==> src/rtl/sdram_rw_arbiter_if.sv <==
// Handshake bundle between the burst arbiter, the FIFO level counters and the
// SDRAM command core. The arbiter uses the master side because it issues the
// burst requests. The FIFOs and the SDRAM core use the slave side.
interface sdram_rw_arbiter_if;
    logic       init_done;
    logic [8:0] wr_length;
    logic [8:0] rd_length;
    logic [8:0] wrf_use;
    logic [8:0] rdf_use;
    logic       sdram_wr_ack;
    logic       sdram_rd_ack;
    logic       sdram_wr_req;
    logic       sdram_rd_req;
    logic       wr_burst_done;
    logic       rd_burst_done;
    logic       busy;
    logic       arb_err;

    modport master (
        input  init_done, wr_length, rd_length, wrf_use, rdf_use,
        input  sdram_wr_ack, sdram_rd_ack,
        output sdram_wr_req, sdram_rd_req, wr_burst_done, rd_burst_done,
        output busy, arb_err
    );

    modport slave (
        output init_done, wr_length, rd_length, wrf_use, rdf_use,
        output sdram_wr_ack, sdram_rd_ack,
        input  sdram_wr_req, sdram_rd_req, wr_burst_done, rd_burst_done,
        input  busy, arb_err
    );
endinterface

==> src/rtl/sdram_rw_arbiter.sv <==
// SDRAM burst arbiter. It schedules one burst at a time, either from the write
// FIFO into SDRAM or from SDRAM into the read FIFO. It follows each burst
// through the req/ack handshake.
// Write bursts win arbitration. A streak counter lets a pending read through
// after MAX_WR_STREAK back-to-back writes.
// Optional feature: define SDRAM_ARB_TIMEOUT_EN to abort a request that never
// sees an ack within TIMEOUT cycles. The abort sets the sticky arb_err flag.
module sdram_rw_arbiter #(
    parameter int unsigned MAX_WR_STREAK = 4,
    parameter int unsigned RDF_DEPTH     = 256,
    parameter int unsigned TIMEOUT       = 1023
) (
    input  logic               clk_ref,
    input  logic               rst,
    sdram_rw_arbiter_if.master bus
);

    localparam int unsigned SW = $clog2(MAX_WR_STREAK + 1);
    localparam logic [SW-1:0] STREAK_MAX = SW'(MAX_WR_STREAK);
    localparam logic [9:0]    DEPTH10    = 10'(RDF_DEPTH);

    // Parameter sanity: the timeout counter is 10 bits, and a zero streak
    // limit would starve writes.
    if (TIMEOUT == 0 || TIMEOUT > 1023) begin : g_bad_timeout
        $error("TIMEOUT must be in 1..1023");
    end
    if (MAX_WR_STREAK == 0 || RDF_DEPTH > 1023) begin : g_bad_cfg
        $error("MAX_WR_STREAK must be >0 and RDF_DEPTH <= 1023");
    end

    typedef enum logic [2:0] {
        IDLE   = 3'd0,
        WR_REQ = 3'd1,
        WR_ACK = 3'd2,
        RD_REQ = 3'd3,
        RD_ACK = 3'd4
    } state_t;

    state_t        state_q, state_d;
    logic [SW-1:0] streak_q, streak_d;

    logic       wr_elig, rd_elig;
    logic [9:0] rdf_use10, rd_room;
    logic       in_req, cur_ack, timeout_hit;

    // The read-FIFO free space is computed at 10 bits. It clamps at zero so
    // that an over-reported rdf_use can never wrap into "lots of room".
    assign rdf_use10 = {1'b0, bus.rdf_use};
    assign rd_room   = (rdf_use10 > DEPTH10) ? 10'd0 : (DEPTH10 - rdf_use10);
    assign wr_elig   = bus.init_done && (bus.wr_length != 9'd0) && (bus.wrf_use >= bus.wr_length);
    assign rd_elig   = bus.init_done && (bus.rd_length != 9'd0) && (rd_room >= {1'b0, bus.rd_length});

    assign in_req  = (state_q == WR_REQ) || (state_q == RD_REQ);
    assign cur_ack = (state_q == WR_REQ) ? bus.sdram_wr_ack : bus.sdram_rd_ack;

`ifdef SDRAM_ARB_TIMEOUT_EN
    localparam logic [9:0] TO_LAST = 10'(TIMEOUT - 1);

    logic [9:0] to_cnt_q, to_cnt_d;
    logic       err_q, err_d;

    assign timeout_hit = (to_cnt_q == TO_LAST);

    // Ack-wait counter: it runs only while a request waits unanswered and
    // restarts on every new request.
    always_comb begin
        to_cnt_d = 10'd0;
        err_d    = err_q;
        if (in_req && !cur_ack) begin
            if (timeout_hit) err_d    = 1'b1;
            else             to_cnt_d = to_cnt_q + 10'd1;
        end
    end

    // Timeout counter and sticky error flag registers.
    always_ff @(posedge clk_ref or posedge rst) begin
        if (rst) begin
            to_cnt_q <= 10'd0;
            err_q    <= 1'b0;
        end else begin
            to_cnt_q <= to_cnt_d;
            err_q    <= err_d;
        end
    end

    assign bus.arb_err = err_q;
`else
    assign timeout_hit = 1'b0;
    assign bus.arb_err = 1'b0;
`endif

    // Next-state logic: arbitration in IDLE, then the request phase and the
    // ack phase. Streak bookkeeping happens here as well.
    always_comb begin
        state_d  = state_q;
        streak_d = streak_q;
        unique case (state_q)
            IDLE: begin
                if (!rd_elig) streak_d = '0;
                if (wr_elig && !((streak_q == STREAK_MAX) && rd_elig)) state_d = WR_REQ;
                else if (rd_elig)                                         state_d = RD_REQ;
            end
            WR_REQ: begin
                if (bus.sdram_wr_ack) state_d = WR_ACK;
                else if (timeout_hit) state_d = IDLE;
            end
            WR_ACK: begin
                if (!bus.sdram_wr_ack) begin
                    state_d = IDLE;
                    if (streak_q != STREAK_MAX) streak_d = streak_q + 1'b1;
                end
            end
            RD_REQ: begin
                if (bus.sdram_rd_ack) state_d = RD_ACK;
                else if (timeout_hit) state_d = IDLE;
            end
            RD_ACK: begin
                if (!bus.sdram_rd_ack) begin
                    state_d  = IDLE;
                    streak_d = '0;
                end
            end
            default: state_d = IDLE;
        endcase
    end

    // State and streak registers. Reset drops any request in flight at once.
    always_ff @(posedge clk_ref or posedge rst) begin
        if (rst) begin
            state_q  <= IDLE;
            streak_q <= '0;
        end else begin
            state_q  <= state_d;
            streak_q <= streak_d;
        end
    end

    // Requests come straight from the state register, so they rise the cycle
    // after the grant. Done pulses mark the cycle in which ack falls.
    assign bus.sdram_wr_req  = (state_q == WR_REQ);
    assign bus.sdram_rd_req  = (state_q == RD_REQ);
    assign bus.wr_burst_done = (state_q == WR_ACK) && !bus.sdram_wr_ack;
    assign bus.rd_burst_done = (state_q == RD_ACK) && !bus.sdram_rd_ack;
    assign bus.busy          = (state_q != IDLE);

    // in_req only feeds the timeout counter, so tie it off in the default build.
`ifndef SDRAM_ARB_TIMEOUT_EN
    logic unused_ok;
    assign unused_ok = in_req;
`endif

endmodule
==> src/flat_wrapper.sv <==
// flat-port wrapper written by rule: the top's interface ports become plain ports
module sdram_rw_arbiter_flat 
#(
    parameter int unsigned MAX_WR_STREAK = 4,
    parameter int unsigned RDF_DEPTH     = 256,
    parameter int unsigned TIMEOUT       = 1023
)
  (clk_ref, rst, bus_init_done, bus_wr_length, bus_rd_length, bus_wrf_use, bus_rdf_use, bus_sdram_wr_ack, bus_sdram_rd_ack, bus_sdram_wr_req, bus_sdram_rd_req, bus_wr_burst_done, bus_rd_burst_done, bus_busy, bus_arb_err);
  sdram_rw_arbiter_if bus_i ();
  input  logic clk_ref;
  input  logic rst;
  input wire logic [$bits(bus_i.init_done)-1:0] bus_init_done;
  input wire logic [$bits(bus_i.wr_length)-1:0] bus_wr_length;
  input wire logic [$bits(bus_i.rd_length)-1:0] bus_rd_length;
  input wire logic [$bits(bus_i.wrf_use)-1:0] bus_wrf_use;
  input wire logic [$bits(bus_i.rdf_use)-1:0] bus_rdf_use;
  input wire logic [$bits(bus_i.sdram_wr_ack)-1:0] bus_sdram_wr_ack;
  input wire logic [$bits(bus_i.sdram_rd_ack)-1:0] bus_sdram_rd_ack;
  output wire logic [$bits(bus_i.sdram_wr_req)-1:0] bus_sdram_wr_req;
  output wire logic [$bits(bus_i.sdram_rd_req)-1:0] bus_sdram_rd_req;
  output wire logic [$bits(bus_i.wr_burst_done)-1:0] bus_wr_burst_done;
  output wire logic [$bits(bus_i.rd_burst_done)-1:0] bus_rd_burst_done;
  output wire logic [$bits(bus_i.busy)-1:0] bus_busy;
  output wire logic [$bits(bus_i.arb_err)-1:0] bus_arb_err;
  assign bus_i.init_done = bus_init_done;
  assign bus_i.wr_length = bus_wr_length;
  assign bus_i.rd_length = bus_rd_length;
  assign bus_i.wrf_use = bus_wrf_use;
  assign bus_i.rdf_use = bus_rdf_use;
  assign bus_i.sdram_wr_ack = bus_sdram_wr_ack;
  assign bus_i.sdram_rd_ack = bus_sdram_rd_ack;
  assign bus_sdram_wr_req = bus_i.sdram_wr_req;
  assign bus_sdram_rd_req = bus_i.sdram_rd_req;
  assign bus_wr_burst_done = bus_i.wr_burst_done;
  assign bus_rd_burst_done = bus_i.rd_burst_done;
  assign bus_busy = bus_i.busy;
  assign bus_arb_err = bus_i.arb_err;
  sdram_rw_arbiter #(.MAX_WR_STREAK(MAX_WR_STREAK), .RDF_DEPTH(RDF_DEPTH), .TIMEOUT(TIMEOUT)) u_core (.clk_ref(clk_ref), .rst(rst), .bus(bus_i));
endmodule
==> config.mk <==
export PLATFORM = sky130hd
export DESIGN_NAME = sdram_rw_arbiter_flat
export DESIGN_NICKNAME = d
export VERILOG_FILES = /design/src/rtl/sdram_rw_arbiter_if.sv /design/src/rtl/sdram_rw_arbiter.sv /design/src/flat_wrapper.sv
export SDC_FILE = /design/constraint.sdc
export NUM_CORES = 1
export LEC_CHECK = 0
export ABC_AREA = 1
export CAP_MARGIN = 25
export CORE_AREA = 2 2 53 55
export CTS_CLUSTER_DIAMETER = 200
export DETAILED_ROUTE_END_ITERATION = 12
export DIE_AREA = 0 0 55 57
export PLACE_DENSITY = 0.88
export SLEW_MARGIN = 0
export SYNTH_ARGS = -nofsm -noshare
export SYNTH_HDL_FRONTEND = slang
export SYNTH_SLANG_ARGS = --single-unit
==> constraint.sdc <==
create_clock -name clk_ref -period 2.3 [get_ports clk_ref]
set_input_delay 0.575 -clock clk_ref [delete_from_list [all_inputs] [get_ports clk_ref]]
set_output_delay 0.575 -clock clk_ref [all_outputs]
set_load 0.01 [all_outputs]
* Yosys cells after proc, flatten, opt, wreduce, memory -nomap -nowiden
Cells that the tools add are included.
** Word-level totals
- Register bits after elaboration :: 6
- Output and inout bits :: 6
** Cells by class
- Multiplexer cells :: 12
- Reduce and logical (&&, ||, !) cells :: 18
- $add $sub $neg :: 2
- Order comparisons :: 3
- Eq/ne operators :: 13
** Operators by type and width (count)
- $mux W3 :: 9
- $reduce_bool A9 Y1 :: 2
- $pmux W3 S5 :: 1
- $ge A10 B9 Y1 :: 1
- $mux W10 :: 1
- $ne A2 B2 Y1 const B :: 5
- $reduce_and A5 Y1 :: 2
- $sub A9 B9 Y10 const A :: 1
- $ge A9 B9 Y1 :: 1
- $gt A9 B9 Y1 const B :: 1
- $pmux W3 S3 :: 1
- $logic_and A1 B1 Y1 :: 8
- $eq A3 B2 Y1 const B :: 2
- $eq A3 B3 Y1 const B :: 2
- $reduce_bool A3 Y1 :: 2
- $add A3 B1 Y3 const B :: 1
- $eq A3 B1 Y1 const B :: 1
- $logic_not A1 Y1 :: 3
- $logic_not A3 Y1 :: 1
- $ne A3 B1 Y1 const B :: 1
- $ne A3 B3 Y1 const B :: 1
- $ne A2 B1 Y1 const B :: 1

* Longest topological paths before layout
Gate-level depths: netlist (run 1).
- Word-level depth :: 9
- Gate-level depth with buffers :: 22
- Depth with buffers taken out :: 22

* Worst setup path after synthesis (run 1)
Ideal clock, no wire load.
- Path type :: input to register
- Start point :: input port bus_rdf_use[0]
- End point :: register u_core.state_q[0]
- Data arrival time :: 2612 ps
- Data required time :: 2173 ps
- Stages :: 21
- Setup slack :: -440 ps
- Path through :: inv_1 > ha_1 > nand2_1 > nor2_1 > nand2_1 > nor2_1 > a21oi_1 > nor3b_1 > ha_1 > nand2_1 > inv_1 > a21oi_1 > nand2_1 > nand2_1 > nand2_1 > nand2_1 > nand2_1 > a21oi_1 > nand2_1 > nand2_1 > o21bai_1
** On the way
- Word-level cells in the longest chain between the ends :: 9
- Elaborated cells on any way between the ends :: 12
- Those cells by class :: add/sub: 1; order compare: 2; eq/ne: 1; mux: 3; reduce/logical: 5
** Ends and longest elaborated chain
- from (decl) :: line flat_wrapper.sv:16 : input wire logic [$bits(bus_i.rdf_use)-1:0] bus_rdf_use;
- $sub A9 B9 Y10 / $gt A9 B9 Y1 (equally long branches) :: line sdram_rw_arbiter.sv:49 : assign rd_room = (rdf_use10 > DEPTH10) ? 10'd0 : (DEPTH10 - rdf_use10);
- $mux W10 * :: line sdram_rw_arbiter.sv:49
- $ge A10 B9 Y1 * :: line sdram_rw_arbiter.sv:51 : assign rd_elig = bus.init_done && (bus.rd_length != 9'd0) && (rd_room >= {1'b0, bus.rd_length});
- $logic_and A1 B1 Y1 * :: line sdram_rw_arbiter.sv:51
- $logic_and A1 B1 Y1 :: line sdram_rw_arbiter.sv:100 : if (wr_elig && !((streak_q == STREAK_MAX) && rd_elig)) state_d = WR_REQ;
- $logic_not A1 Y1 :: line sdram_rw_arbiter.sv:100
- $logic_and A1 B1 Y1 :: line sdram_rw_arbiter.sv:100
- $ne A3 B1 Y1 (no source line) / $mux W3 (equally long branches)
- $reduce_and A5 Y1 (no source line) / $pmux W3 S5 (equally long branches)
- to (signal assigned) :: line sdram_rw_arbiter.sv:133 : state_q <= state_d;
- to (decl) :: line sdram_rw_arbiter.sv:39 : state_t state_q, state_d;
Mark *: on every way between the ends. The rest lies on a longest branch, timed or not.
A chain may end at the register's enable or synchronous reset.

* Final worst setup path (run 1)
- Start point :: input port bus_rdf_use[3]
- End point :: register u_core.state_q[1]
The elaborated chain is that of the path after synthesis.

==> results of run 1 <==
==> cells by family after synthesis <==
group,Yosys count
compound gates,26
xor+xnor,1
fa+ha+maj,21
buf+inv,44
flops,6
other cells,1
simple gates,94
==> power breakdown <==
part           internal, uW  leakage (uW)  switching (uW)  total, uW
clock network          58.9     0.0000138            36.3       95.2
registers               145     0.0000794            42.0        188
logic                   305      0.000940             336        642
total                   510       0.00103             415        924
==> path summary, 6_finish.rpt <==
check | slack [ns] | to | startpoint
min in group asynchronous | 0.56 | u_core.state_q[2]$_DFFE_PP0P_ | rst
min reg2reg | 0.53 | u_core.streak_q[0]$_DFFE_PP0P_ | u_core.streak_q[0]$_DFFE_PP0P_
max | -0.24 | u_core.state_q[1]$_DFFE_PP0P_ | bus_rdf_use[3]
max in group asynchronous | 1.54 | u_core.streak_q[2]$_DFFE_PP0P_ | rst
min | 0.53 | u_core.streak_q[0]$_DFFE_PP0P_ | u_core.streak_q[0]$_DFFE_PP0P_
max reg2reg | 0.65 | u_core.streak_q[0]$_DFFE_PP0P_ | u_core.state_q[1]$_DFFE_PP0P_
==> flip-flops by register name, summed over array words and instances (netlist names) <==
signal / count
u_core.state_q: 3
u_core.streak_q: 3
==> through the flow <==
| step | power [uW] | TNS (ns) | setup WS [ns] | utilization (%) | cells |
|---|---|---|---|---|---|
| 2_1_floorplan | 518 | -1.60 | -0.300 | - | 193 |
| 3_3_place_gp | 749 | -6.10 | -1.04 | 70.9 | 286 |
| 3_5_place_dp | 763 | -6.45 | -1.09 | 70.9 | 286 |
| 4_1_cts | 892 | -0.893 | -0.185 | 74.1 | 292 |
| 5_1_grt | 1020 | -2.55 | -0.458 | 76.2 | 295 |
| 6_report | 924 | -1.29 | -0.239 | 76.2 | 295 |
==> layer usage <==
layer / wire [um] / vias to the layer above / GRT usage, %
met3: 191 / 8 / 3.14
met4: 82 / 0 / 5.92
met5: 0 / - / 0
met2: 1670 / 59 / 40.0
met1: 1470 / 640 / 27.1
li1: - / 766 / -
==> critical path, stage by stage <==
cell           delay, ns
dlygate4sd2_1       0.29
nor2_4              0.14
nand2_2             0.08
nor2_4              0.14
a21oi_4             0.09
buf_4               0.14
a211oi_2            0.18
ha_1                0.28
nand2_1             0.10
inv_1               0.04
nand2_1             0.05
nand2_1             0.04
nand2_1             0.06
nand2_2             0.08
nand3_2             0.08
nand2_1             0.06
nand2_2             0.08
nand2_2             0.05
o21bai_1            0.12
==> cell type report <==
class	count	area (um^2)
Clock buffer	3	22.5
Fill cell	199	622
Inverter	43	181
Multi-Input combinational cell	143	967
Sequential cell	6	150
Tap cell	31	38.8
Timing Repair Buffer	69	633
==> what timing repair did <==
action	CTS	global route
cloned	0	0
setup buffers	3	3
resized for setup	35	11
setup endpoints to repair	6	7
pin swaps	24	9
==> layout by cell type (no fill, tap or decap), drive strengths merged <==
cell / n
nor3b: 4
a211oi: 1
o21ai: 9
xnor2: 1
nor2: 22
o21bai: 2
nor4: 3
buf: 26
a31oi: 1
nand4: 3
o31ai: 1
nor3: 7
dlygate4sd2: 4
nand3b: 1
nand2: 46
o21a: 1
dfrtp: 6
conb: 1
or2: 2
a21oi: 11
clkbuf: 3
inv: 43
clkdlybuf4s50: 36
ha: 21
clkdlybuf4s15: 3
nand3: 6
==> impl_metrics.toml, run 1 <==
[outcome]
status = "finished with violations"
violations = "setup timing"

[die]
coreArea_um2 = 2620
chipWidth_um = 55
start_util_pct = 44.7
core.rowCount = 19
die_y_um = 57
die_area_um2 = 3140
io_pins = 47

[logic_synthesis]
synth_commonest_cells = "nand2_1, inv_1, nor2_1, ha_1, a21oi_1"
synth_seq_area_share_pct = 12.8
yosysTopAreaCell = "ha_1"
synth-edff-count = 0
synth_nets = 255
yosys_most_used_dff = "dfrtp_1"
netlist.area_leader.share_pct = 22.5
synth_fa_ha_area_share_pct = 22.5
syn_inst = 193
synth_compound_area_share_pct = 12.6
async_flop_share_pct = 100
ys_warn_count = 0
synth_top_cells_by_area = "ha_1, nand2_1, inv_1"
avgSynthCellArea_um2 = 6.06
synth_simple_gate_area_share_pct = 36.5
synth_top_family_by_area = "simple AND/OR/NAND/NOR gates"
muxShareOfSynthArea_pct = 0
yosysUniqueCellTypes = 27
synth_most_common_cell = "nand2_1"
synth-xor-area-share_pct = 0.749
syn-cell-area_um2 = 1170
synth_seq_cells = 6

[clocking]
cts_buffer_depth = 2
cts.sinks = 6
cts_tree = "yes"
clk_pin_slew_ns = 0.04
h-tree-depth = 1
numCtsBuffers = 3
cts_root_buf = "clkbuf_4"
clk_latency_ns = 0.24
cts_hold_buf = 0

[timing]
rsz0062_at_grt = "yes"
hold_viol_final = 0
final-setup-viol-count = 6
final.setup.worst_slack_ns = -0.239
fin_skew_ns = 0.00255
fin_crit_ns = 2.54
fmax_mhz = 394
min_period_over_period_pct = 110
holdWs_ns = 0.532
drv_slew = 0

[global_routing]
grtUsageTotal_pct = 22.3
grt_pass1_vias = 1422
grt_start_max_net_pins = 7
grt_pass1_wl_um = 5380
globalRouteOverflowTotal = 0
antenna_found_initial = 0

[min_path]
min_path_type = "flop to flop"
hold_path_depth = 2

[critical_path]
crit_required_ns = 2.47
cp-start-kind = "input pin"
crit_path_end_kind = "flop"
crit_fanout = 5
arrival_ns = 2.71
reg2reg_depth = 9
critical_path_class = "input pin to flop"

[power]
ir_drop_uv = 628
power.density_nw_per_um2 = 464
power.leakage_uw = 0.00103

[route]
drt-initial-drc-count = 34
wl_um = 3410
vias = 1473
dr.pass1.iters = 4
drc_errors = 0
wl_per_cell_um = 11.6
drtAntennaViolNets = 0
drt-vias-per-instance = 4.99

[placement]
portBuffers = 45
gp_congestion = 0.860
place_area_um2 = 1850
dp_hpwl_um = 2690

[layout]
nets = 328
num_antenna_cells = 0
stdcell_area_um2 = 1990
area_delta_synth_final_pct = 70.6
drive_gt1_share_pct = 24.6

[flow_run]
maxCapViolations = 0
Note: power is estimated with default switching activity, not from simulation.
==> inputs of run 2 (changes only) <==
Settings changed: ABC_AREA 1 to unset, PLACE_DENSITY 0.88 to 0.86.
==> impl_metrics.toml, run 2 <==
[clocking]
clk_pin_slew_ns = 0.05
h-tree-depth = 1
numCtsBuffers = 3
cts.sinks = 6
cts_hold_buf = 0
cts_buffer_depth = 2
cts_tree = "yes"
cts_root_buf = "clkbuf_4"
clk_latency_ns = 0.24

[route]
wl_met1_um = 1230
vias = 1343
wl_um = 3310
dr.pass1.iters = 4
wl_met3_um = 191
top_layer = "met4"
drtAntennaViolNets = 0
drt-initial-drc-count = 14
drc_errors = 0
wl_per_cell_um = 13.5
drt-vias-per-instance = 5.48
dr_wl_met2_um = 1780

[logic_synthesis]
synth_top_cells_by_area = "ha_1, dfrtp_1, inv_1"
synth_seq_cells = 6
synth_most_common_cell = "inv_1"
synth-edff-count = 0
synth_commonest_cells = "inv_1, ha_1, nor2_1, a21oi_1, nand2_1"
avgSynthCellArea_um2 = 7.38
netlist.area_leader.share_pct = 23.6
yosysUniqueCellTypes = 42
yosysTopAreaCell = "ha_1"
async_flop_share_pct = 100
synth_nets = 213
synth_seq_area_share_pct = 13.5
yosys_most_used_dff = "dfrtp_1"
syn_inst = 151
ys_warn_count = 0
syn-cell-area_um2 = 1110

[layout]
multiInputGateArea_um2 = 971
num_antenna_cells = 0
drive_gt1_share_pct = 24.3
postLayoutCoreUtil_pct = 71.1
layout_commonest_cell = "clkdlybuf4s50_1"
stdcell_count = 245
ff_latch_area_um2 = 150
fillers = 194
nets = 278
reg.largest.list = "u_core.state_q x3, u_core.streak_q x3"
layout_common_cells = "clkdlybuf4s50_1, inv_1, ha_1, buf_4, nor2_1"
area_delta_synth_final_pct = 66.9

[critical_path]
crit_path_end_kind = "flop"
arrival_ns = 2.49
crit_fanout = 3
r2r_slack_ns = 0.62
crit_required_ns = 2.43
reg2reg_to = "u_core.streak_q[2]$_DFFE_PP0P_"
reg2reg_depth = 7
critical_path_class = "input pin to flop"
cp-start-kind = "input pin"
r2r-start = "u_core.streak_q[0]$_DFFE_PP0P_"

[placement]
pre_cts_ws_ns = -0.709
dp_cells = 238
dp_hpwl_um = 2740
gp_congestion = 0.835
portBuffers = 45

[die]
chipWidth_um = 55
start_util_pct = 42.6
core.rowCount = 19
io_pins = 47
coreArea_um2 = 2620
die_area_um2 = 3140
die_y_um = 57

[power]
power.density_nw_per_um2 = 423
power.leakage_uw = 0.000936
finalPower_uw = 787
clkPwrFrac_pct = 12.1
ir_drop_uv = 554
swShare_pct = 39.1
netSwitchingPower_uw = 308
power_frac_comb_pct = 66.0
internal_power_uw = 479
seq_power_share_pct = 22.0

[outcome]
status = "finished with violations"
violations = "setup timing"

[timing]
final-setup-viol-count = 5
fmax_mhz = 424
holdWs_ns = 0.545
rsz0062_at_grt = "yes"
hold_viol_final = 0
final.setup.worst_slack_ns = -0.0584
fin_skew_ns = 0.00599
drv_slew = 0
min_period_over_period_pct = 103
fin_crit_ns = 2.36

[global_routing]
globalRouteOverflowTotal = 0
grtUsageTotal_pct = 23.0
grt_pass1_wl_um = 5530
grt_pass1_vias = 1443
antenna_found_initial = 0
grt_start_max_net_pins = 13

[min_path]
min_path_type = "input pin to async pin"

[flow_run]
maxCapViolations = 0
run 2: cell types whose count changed in the layout (fill, tap and decap cells not counted), moves of 3 or more:
cell | previous run | this run
a21o_1 | 0 | 3
buf_2 | 0 | 3
buf_4 | 24 | 17
inv_1 | 37 | 22
nand2_1 | 37 | 6
nand2_2 | 8 | 0
nand2b_1 | 0 | 4
nand3_1 | 5 | 1
nor2_1 | 17 | 13
nor2_2 | 3 | 0
o21ai_1 | 4 | 1
xor2_1 | 0 | 3
run 2: cell type report:
| type | count | share of cell area [%] |
|---|---|---|
| clock buffer | 3 | 1.21 |
| timing repair buffer | 64 | 31.6 |
| inverter | 24 | 4.84 |
| tap | 31 | 2.08 |
| sequential | 6 | 8.07 |
| multi-input combinational | 117 | 52.2 |
run 2: how the worst max path moves through the flow:
| stage | cells past startpoint | start | end | slack, ns |
|---|---|---|---|---|
| 3_3_place_gp | 11 | bus_rdf_use[2] | u_core.streak_q[1]$_DFFE_PP0P_ | -0.63 |
| 2_1_floorplan | 10 | bus_rdf_use[2] | u_core.state_q[1]$_DFFE_PP0P_ | -0.05 |
| 5_1_grt | 11 | bus_rdf_use[4] | u_core.state_q[0]$_DFFE_PP0P_ | -0.14 |
| 3_5_place_dp | 11 | bus_rdf_use[2] | u_core.streak_q[0]$_DFFE_PP0P_ | -0.71 |
| 6_report | 11 | bus_rdf_use[4] | u_core.state_q[0]$_DFFE_PP0P_ | -0.06 |
| 4_1_cts | 11 | bus_rdf_use[3] | u_core.streak_q[1]$_DFFE_PP0P_ | -0.06 |
run 2: logic make-up after synthesis:
family | after synthesis | share of synthesized area [%]
XOR/XNOR | 6 | 4.71
flip-flops | 6 | 13.5
AO/OA/AOI/OAI | 36 | 21.8
other | 1 | 0.336
buffers and inverters | 28 | 9.76
adder cells (fa/ha/maj) | 21 | 23.6
AND/OR/NAND/NOR | 53 | 26.4
run 2: power groups by stage:
stage / Sequential (uW) / Clock [uW] / Combinational (uW)
2_1_floorplan: 150 / 0 / 287
3_3_place_gp: 171 / 0 / 465
3_5_place_dp: 174 / 0 / 485
4_1_cts: 172 / 97.3 / 513
5_1_grt: 182 / 105 / 576
6_report: 173 / 94.9 / 519
run 2: what timing repair did:
action                     in CTS  in global routing
resized for setup              48                  4
setup buffers                   3                  1
hold endpoints to repair        0                  0
setup endpoints to repair       6                  6
cloned                          0                  0
pin swaps                      20                  6
run 2: stage by stage:
step | setup TNS [ns] | instance area (um^2)
after floorplan | -0.152 | 1150
after global placement | -3.15 | 1740
after detailed placement | -3.47 | 1740
after CTS | -0.194 | 1850
after global routing | -0.589 | 1860
final | -0.210 | 1860
run 2: per-layer routing:
layer	GRT usage, %	vias to the layer above
met3	5.24	12
met2	44.4	47
met5	0	-
li1	-	655
met1	21.9	629
met4	9.76	0
run 2: critical path, stage by stage:
cell and delay, ns:
buf_8 0.10, nor3_4 0.27, nand3_2 0.13, xnor2_2 0.16
a21oi_2 0.05, ha_1 0.30, a21o_1 0.19, a21oi_2 0.14
o21ai_2 0.09, a32o_1 0.25, o31a_1 0.23
